$ cat src/rtl/demux1_2_pipe_pkg.sv
// Shared constants for the registered 1:2 demux.
// The optional delivery counters are enabled by defining DEMUX_CNT_EN.
package demux1_2_pipe_pkg;

  localparam int DATA_W_DEF = 32;
  localparam int CNT_W_DEF  = 16;

  localparam logic SEL_OUT1 = 1'b0;
  localparam logic SEL_OUT2 = 1'b1;

  // A slot can take a new word when empty or when its word leaves this cycle.
  function automatic logic slot_can_load(input logic valid, input logic ready);
    return ~valid | ready;
  endfunction

endpackage

$ cat src/rtl/demux_out_slot.sv
// Single-entry output register stage with load/drain handshake.
// Delivery counter present only when DEMUX_CNT_EN is defined.
module demux_out_slot
  import demux1_2_pipe_pkg::*;
#(
  parameter int DATA_W = DATA_W_DEF
`ifdef DEMUX_CNT_EN
  , parameter int CNT_W = CNT_W_DEF
`endif
) (
  input  logic              clk,
  input  logic              rst_n,
  input  logic              i_load,
  input  logic [DATA_W-1:0] i_data,
  input  logic              i_ready,
  output logic              o_can_load,
  output logic              o_valid,
  output logic [DATA_W-1:0] o_data
`ifdef DEMUX_CNT_EN
  , output logic [CNT_W-1:0] o_cnt
`endif
);

  logic              r_valid;
  logic [DATA_W-1:0] r_data;
  logic              w_deliver;

  assign w_deliver  = r_valid & i_ready;
  assign o_can_load = slot_can_load(r_valid, i_ready);
  assign o_valid    = r_valid;
  assign o_data     = r_data;

  // A load wins over a drain: the new word replaces the departing one.
  always_ff @(posedge clk or negedge rst_n) begin
    if (!rst_n) begin
      r_valid <= 1'b0;
      r_data  <= '0;
    end else if (i_load) begin
      r_valid <= 1'b1;
      r_data  <= i_data;
    end else if (w_deliver) begin
      r_valid <= 1'b0;
    end
  end

`ifdef DEMUX_CNT_EN
  logic [CNT_W-1:0] r_cnt;

  always_ff @(posedge clk or negedge rst_n) begin
    if (!rst_n) begin
      r_cnt <= '0;
    end else if (w_deliver) begin
      r_cnt <= r_cnt + 1'b1;
    end
  end

  assign o_cnt = r_cnt;
`endif

endmodule

$ cat src/rtl/demux1_2_pipe.sv
// Registered 1-to-2 demultiplexer with valid/ready on every port.
// Define DEMUX_CNT_EN to add per-output delivery counters oCnt1/oCnt2.
module demux1_2_pipe
  import demux1_2_pipe_pkg::*;
#(
  parameter int DATA_W = DATA_W_DEF
`ifdef DEMUX_CNT_EN
  , parameter int CNT_W = CNT_W_DEF
`endif
) (
  input  logic              clk,
  input  logic              rst_n,
  input  logic              iValid,
  output logic              oReady,
  input  logic [DATA_W-1:0] iData,
  input  logic              iSel,
  output logic              oValid1,
  output logic [DATA_W-1:0] oData1,
  input  logic              iReady1,
  output logic              oValid2,
  output logic [DATA_W-1:0] oData2,
  input  logic              iReady2
`ifdef DEMUX_CNT_EN
  , output logic [CNT_W-1:0] oCnt1
  , output logic [CNT_W-1:0] oCnt2
`endif
);

  logic w_can_load1;
  logic w_can_load2;
  logic w_accept;
  logic w_load1;
  logic w_load2;

  // Head-of-line: only the selected slot's readiness matters.
  assign oReady   = (iSel == SEL_OUT2) ? w_can_load2 : w_can_load1;
  assign w_accept = iValid & oReady;
  assign w_load1  = w_accept & (iSel == SEL_OUT1);
  assign w_load2  = w_accept & (iSel == SEL_OUT2);

  demux_out_slot #(
    .DATA_W (DATA_W)
`ifdef DEMUX_CNT_EN
    , .CNT_W (CNT_W)
`endif
  ) u_slot1 (
    .clk        (clk),
    .rst_n      (rst_n),
    .i_load     (w_load1),
    .i_data     (iData),
    .i_ready    (iReady1),
    .o_can_load (w_can_load1),
    .o_valid    (oValid1),
    .o_data     (oData1)
`ifdef DEMUX_CNT_EN
    , .o_cnt    (oCnt1)
`endif
  );

  demux_out_slot #(
    .DATA_W (DATA_W)
`ifdef DEMUX_CNT_EN
    , .CNT_W (CNT_W)
`endif
  ) u_slot2 (
    .clk        (clk),
    .rst_n      (rst_n),
    .i_load     (w_load2),
    .i_data     (iData),
    .i_ready    (iReady2),
    .o_can_load (w_can_load2),
    .o_valid    (oValid2),
    .o_data     (oData2)
`ifdef DEMUX_CNT_EN
    , .o_cnt    (oCnt2)
`endif
  );

endmodule

$ cat config.mk
export PLATFORM = sky130hd
export DESIGN_NAME = demux1_2_pipe
export DESIGN_NICKNAME = d
export VERILOG_FILES = /design/src/rtl/demux1_2_pipe_pkg.sv /design/src/rtl/demux_out_slot.sv /design/src/rtl/demux1_2_pipe.sv
export SDC_FILE = /design/constraint.sdc
export NUM_CORES = 1
export LEC_CHECK = 0
export ABC_CLOCK_PERIOD_IN_PS = 3550
export BUFFER_PORTS_ARGS = -buffer_cell sky130_fd_sc_hd__buf_4
export CAP_MARGIN = 20
export CORE_UTILIZATION = 52
export DETAILED_ROUTE_END_ITERATION = 6
export GPL_ROUTABILITY_DRIVEN = 0
export PLACE_DENSITY = 0.83
export SLEW_MARGIN = 10
export SYNTH_ARGS = -nofsm -noshare
export SYNTH_HDL_FRONTEND = slang
export SYNTH_HIERARCHICAL = 1
export SYNTH_SLANG_ARGS = --single-unit
$ cat constraint.sdc
create_clock -name clk -period 3.55 [get_ports clk]
set_input_delay 0.71 -clock clk [delete_from_list [all_inputs] [get_ports clk]]
set_output_delay 0.71 -clock clk [all_outputs]
set_load 0.005 [all_outputs]
==> results of run 1 <==
==> per-stage QoR <==
step / hold WS, ns / instance area (sq um)
floorplan: 0.414 / 2790
global placement: 0.493 / 3530
detailed placement: 0.495 / 3530
CTS: 0.487 / 3770
global route: 0.522 / 3770
finish: 0.464 / 3770
==> power by group through the flow <==
stage | Sequential [mW] | Clock, mW | Combinational (mW)
global placement | 0.988 | 0 | 0.514
CTS | 0.978 | 0.738 | 0.534
finish | 0.976 | 0.723 | 0.528
global route | 0.993 | 0.769 | 0.570
detailed placement | 0.987 | 0 | 0.533
floorplan | 0.985 | 0 | 0.244
==> state kept, by name, summed over array words and instances (netlist names) <==
name and cells:
u_slot1/o_data 32, u_slot2/o_data 32, u_slot1/o_valid 1, u_slot2/o_valid 1
==> synth_stat cells <==
master     n  area share, %
buf_12     6            4.3
mux2_2     6            2.4
nand2b_1   4           0.90
and3b_2    1           0.36
dfrtp_1   66             59
and3_2     1           0.27
buf_6      2           0.81
mux2_4    59             32
==> kinds of logic (layout without fill, tap and decap cells) <==
family | count (synthesis) | in the layout | share of synthesized area [%]
AND/OR/NAND/NOR | 6 | 6 | 1.52
multiplexers | 65 | 65 | 34.2
buffers and inverters | 8 | 122 | 5.11
flip-flops | 66 | 66 | 59.2
==> layer usage <==
layer	part of all wire, %	wire length [um]	global-route usage, %
met1	45	2400	27.7
met2	46	2470	30.0
met3	8.7	466	7.36
met4	0.89	48	9.88
met5	0	0	0
==> critical path, delay by kind of cell <==
kind,cells,cell delay (ns)
multiplexers,1,0.27
AND/OR/NAND/NOR,1,0.17
buffers and inverters,2,0.23
==> final cells by class <==
| class | instances | area, sq um | share of cell area (%) |
|---|---|---|---|
| clock buffers | 12 | 165 | 4.38 |
| clock inverters | 4 | 72.6 | 1.93 |
| multi-input cells | 71 | 996 | 26.4 |
| flip-flops and latches | 66 | 1650 | 43.8 |
| well taps | 70 | 87.6 | 2.32 |
| repair buffers | 106 | 796 | 21.1 |
==> path summary, 6_finish.rpt <==
| path | end | depth (start not counted) |
|---|---|---|
| setup reg to reg | u_slot1/o_data[23]$_DFFE_PN0P_ | 4 |
| hold reg to reg | u_slot2/o_data[28]$_DFFE_PN0P_ | 1 |
| setup / recovery | oReady | 4 |
| hold / removal | u_slot2/o_data[16]$_DFFE_PN0P_ | 1 |
| min in group clk | u_slot2/o_data[28]$_DFFE_PN0P_ | 1 |
| max in group asynchronous | u_slot1/o_data[25]$_DFFE_PN0P_ | 1 |
==> results_dict.tcl, run 1 <==
set metrics [dict create \
    postCtsSetupBuffers 0 \
    drv_cap 0 \
    power.switching_mw 0.514 \
    first_global_vias 1690 \
    setup_tns_ns 0 \
    path_max_fanout 3 \
    utilization_pct 73.3 \
    status "finished, final reports clean" \
    cp-startpoint "iReady2" \
    antenna_left 0 \
    p_int_mw 1.71 \
    rrSetupSlack_ns 1.66 \
    finClkSkew_ns 0.00854 \
    clock_path_buffers 2 \
    vias 1607 \
    numPortBuffers 104 \
    start_util_pct 54.3 \
    worstMarginPinSlew_ns 0.800 \
    cp-end-kind "output pin" \
    synth_seq_cells 66 \
    clk_pin_slew_ns 0.07 \
    final_common_cell "buf_4" \
    p_sw_share_pct 23.1 \
    clockPowerShare_pct 32.5 \
    gr-total-overflow 0 \
    max_freq_ghz 0.477 \
    area_delta_synth_final_pct 35.1 \
    cts_buffers 9 \
    ir_worst_vdd_v 0.000404 \
    syn_inst 145 \
    cts_resized 0 \
    fp.dieH_um 75.3 \
    p_per_area_mw_per_mm2 591 \
    cpPeakStageDelay_ns 0.27 \
    antenna_found_initial 0 \
    yosys_warnings 6 \
    cts_tree "yes" \
    drt-total-wl_mm 5.38 \
    grt_max_degree 67 \
    slew_headroom_pct 46.6 \
    slew_viol_final 0 \
    drive_above_1_share_pct 73.0 \
    setup.worst_path.start_class "input pin" \
    p_seq_share_pct 43.8 \
    place_ws_ns 1.22 \
    grt_pass1_wl_mm 8.37 \
    drt-wirelength-per-cell_um 16.4 \
    hp-class "input pin to asynchronous set/reset pin" \
    cp_slowest_cell "mux2_4" \
    power_mw 2.23 \
    grt_usage_pct 20.6 \
    fp.dieW_um 75.3 \
    crit_arrival_ns 1.39 \
    htreeDepth 3 \
    core_area_sq_mm 0.00514 \
    clkLatencyLatePin_ns 0.33 \
    period_needed_ns 2.10 \
    finalCritPeriodShare_pct 59.1 \
    vias_per_cell 4.88 \
    seq_area_frac_synth_pct 59.2 \
    syn_avg_cell_area_sq_um 19.2 \
    drt_first_pass_iters 4 \
    synth_nets 183 \
    rows 26 \
    nets 292 \
    antennaDiodeCount 0 \
    root_buffer "clkbuf_8" \
    path_common_cell "buf_4" \
    worstReg2RegStart "u_slot1/o_valid$_DFFE_PN0P_" \
    drc 0 \
    first_iter_violations 83 \
    dp.cells 313 \
    leakage_nw 1.89 \
    required_ns 2.84 \
    dieArea_sq_mm 0.00566 \
    num_io_pins 105 \
    pwr-share-comb_pct 23.7 \
    fillers 364 \
    fin_ws_ns 1.45 \
    cts_sinks 66 \
    holdBufCountCts 0 \
    rsz0062_at_grt "false" \
    fin_cells 329 \
    mostFrequentLayoutCells "106 x buf_4, 66 x dfrtp_1, 59 x mux2_4" \
    finalSetupViolCount 0 \
    mappedNetlistArea_sq_mm 0.00279 \
    dp_hpwl_mm 3.76 \
    worstPathCellList "buf_4 > nand2b_1 > mux2_4 > buf_4" \
    synth_cell_types 8 \
    worstSetupPathType "input pin to output pin" \
    hold_viol_final 0 \
]
Power figures use the tool's default switching activity.
==> run 2, diff against run 1 <==
--- a/config.mk
+++ b/config.mk
@@ -5,13 +5,13 @@
 export SDC_FILE = /design/constraint.sdc
 export NUM_CORES = 1
 export LEC_CHECK = 0
-export ABC_CLOCK_PERIOD_IN_PS = 3550
+export ABC_CLOCK_PERIOD_IN_PS = 1850
 export BUFFER_PORTS_ARGS = -buffer_cell sky130_fd_sc_hd__buf_4
 export CAP_MARGIN = 20
-export CORE_UTILIZATION = 52
+export CORE_UTILIZATION = 44
 export DETAILED_ROUTE_END_ITERATION = 6
 export GPL_ROUTABILITY_DRIVEN = 0
-export PLACE_DENSITY = 0.83
+export PLACE_DENSITY = 0.75
 export SLEW_MARGIN = 10
 export SYNTH_ARGS = -nofsm -noshare
 export SYNTH_HDL_FRONTEND = slang
==> constraint.sdc (replaced) <==
create_clock -name clk -period 1.85 [get_ports clk]
set_input_delay 0.37 -clock clk [delete_from_list [all_inputs] [get_ports clk]]
set_output_delay 0.37 -clock clk [all_outputs]
set_load 0.005 [all_outputs]
==> results_dict.tcl, run 2 (synthesis results as in run 1) <==
set metrics [dict create \
    status "finished, final reports clean" \
    fp.dieW_um 81.6 \
    path_max_fanout 3 \
    cts_sinks 66 \
    ir_worst_vdd_v 0.000616 \
    cts_buffers 9 \
    worstReg2RegStart "u_slot2/o_valid$_DFFE_PN0P_" \
    slew_headroom_pct 70.6 \
    root_buffer "clkbuf_8" \
    final-seq-area_sq_mm 0.00165 \
    antennaDiodeCount 0 \
    max_freq_ghz 0.634 \
    nets 295 \
    finalSetupViolCount 0 \
    antenna_left 0 \
    gr-total-overflow 0 \
    drv_cap 0 \
    dieArea_sq_mm 0.00666 \
    vias 1603 \
    period_needed_ns 1.58 \
    worstPathCellList "nand2b_1 > mux2_4 > buf_4" \
    rows 28 \
    hold_viol_final 0 \
    setup_tns_ns 0 \
    clkLatencyLatePin_ns 0.34 \
    first_iter_violations 44 \
    rrSetupSlack_ns 0.41 \
    drt-total-wl_mm 5.69 \
    dp_hpwl_mm 3.95 \
    cp.buffers_inverters 1 \
    crit_arrival_ns 1.21 \
    mostFrequentLayoutCells "105 x buf_4, 66 x dfrtp_1, 59 x mux2_4" \
    cpPeakStageDelay_ns 0.37 \
    fp.dieH_um 81.6 \
    top_layer_used "met4" \
    num_io_pins 105 \
    area_delta_synth_final_pct 37.2 \
    setup.worst_path.start_class "register" \
    met3_length_um 312 \
    slew_viol_final 0 \
    rsz0062_at_grt "false" \
    clk_pin_slew_ns 0.08 \
    numPortBuffers 104 \
    required_ns 1.48 \
    holdCritStartpoint "iData[11]" \
    drive_above_1_share_pct 72.5 \
    cp-end-kind "output pin" \
    cp-startpoint "u_slot1/o_valid$_DFFE_PN0P_" \
    grt_max_degree 35 \
    fillers 477 \
    multiInputGateArea_sq_um 996 \
    htreeDepth 3 \
    utilization_pct 63.5 \
    grt_usage_pct 18.5 \
    drt-wirelength-per-cell_um 16.9 \
    cp_slowest_cell "dfrtp_1" \
    drc 0 \
    clock_path_buffers 2 \
    final_common_cell "buf_4" \
    leakage_nw 1.91 \
    grt_pass1_wl_mm 8.79 \
    vias_per_cell 4.76 \
    hp-class "input pin to register" \
    antenna_found_initial 0 \
    wl_met1_mm 2.61 \
    critPathTopFamily "flip-flops" \
    cts_tree "yes" \
    finalCritPeriodShare_pct 85.3 \
    drt_first_pass_iters 4 \
    dr_wl_met2_mm 2.65 \
    cts_resized 0 \
    first_global_vias 1687 \
    p_per_area_mw_per_mm2 1120 \
    worstMarginPinSlew_ns 0.441 \
    finClkSkew_ns 0.0105 \
    start_util_pct 46.3 \
    core_area_sq_mm 0.00603 \
    worstSetupPathType "register to output pin" \
]
[run 2: final timing paths]
| kind | to | cells past startpoint |
|---|---|---|
| hold reg to reg | u_slot1/o_data[14]$_DFFE_PN0P_ | 1 |
| hold / removal | u_slot1/o_data[11]$_DFFE_PN0P_ | 2 |
| setup reg to reg | u_slot2/o_data[28]$_DFFE_PN0P_ | 4 |
| setup / recovery | oReady | 3 |
| max in group asynchronous | u_slot1/o_data[20]$_DFFE_PN0P_ | 3 |
| min in group asynchronous | u_slot2/o_data[13]$_DFFE_PN0P_ | 2 |
[run 2: timing repair]
| action | CTS | global route |
|---|---|---|
| hold buffers | 1 | 0 |
| setup buffers | 0 | 0 |
| hold endpoints to repair | 32 | 0 |
[run 2: area by class of cell]
| class | instances | share of cell area, % |
|---|---|---|
| clock buffers | 11 | 3.69 |
| repair buffers | 109 | 22.4 |
| multi-input cells | 71 | 26.0 |
| flip-flops and latches | 66 | 43.2 |
| well taps | 75 | 2.45 |
| clock inverters | 5 | 2.26 |
[run 2: routing by layer]
layer	vias up	global-route usage (%)
met4	0	9.12
met3	11	5.00
met1	798	24.9
met5	-	0
li1	731	-
met2	63	27.5
[run 2: where the power goes]
| group | total, mW | internal, mW | switching [mW] |
|---|---|---|---|
| logic | 1.03 | 0.725 | 0.310 |
| registers | 1.87 | 1.71 | 0.163 |
| clock network | 1.37 | 0.806 | 0.561 |
[run 2: metrics by stage]
step           total power, mW  hold slack [ns]  cells  instance area, sq um  worst slack [ns]
2_1_floorplan             2.36           0.0744    145                  2790             0.439
5_1_grt                   4.49            0.247    337                  3830             0.207
3_3_place_gp              2.91            0.347    320                  3590             0.329
3_5_place_dp              2.94            0.341    320                  3590             0.300
6_report                  4.27            0.265    337                  3830             0.272
4_1_cts                   4.33            0.248    337                  3830             0.258
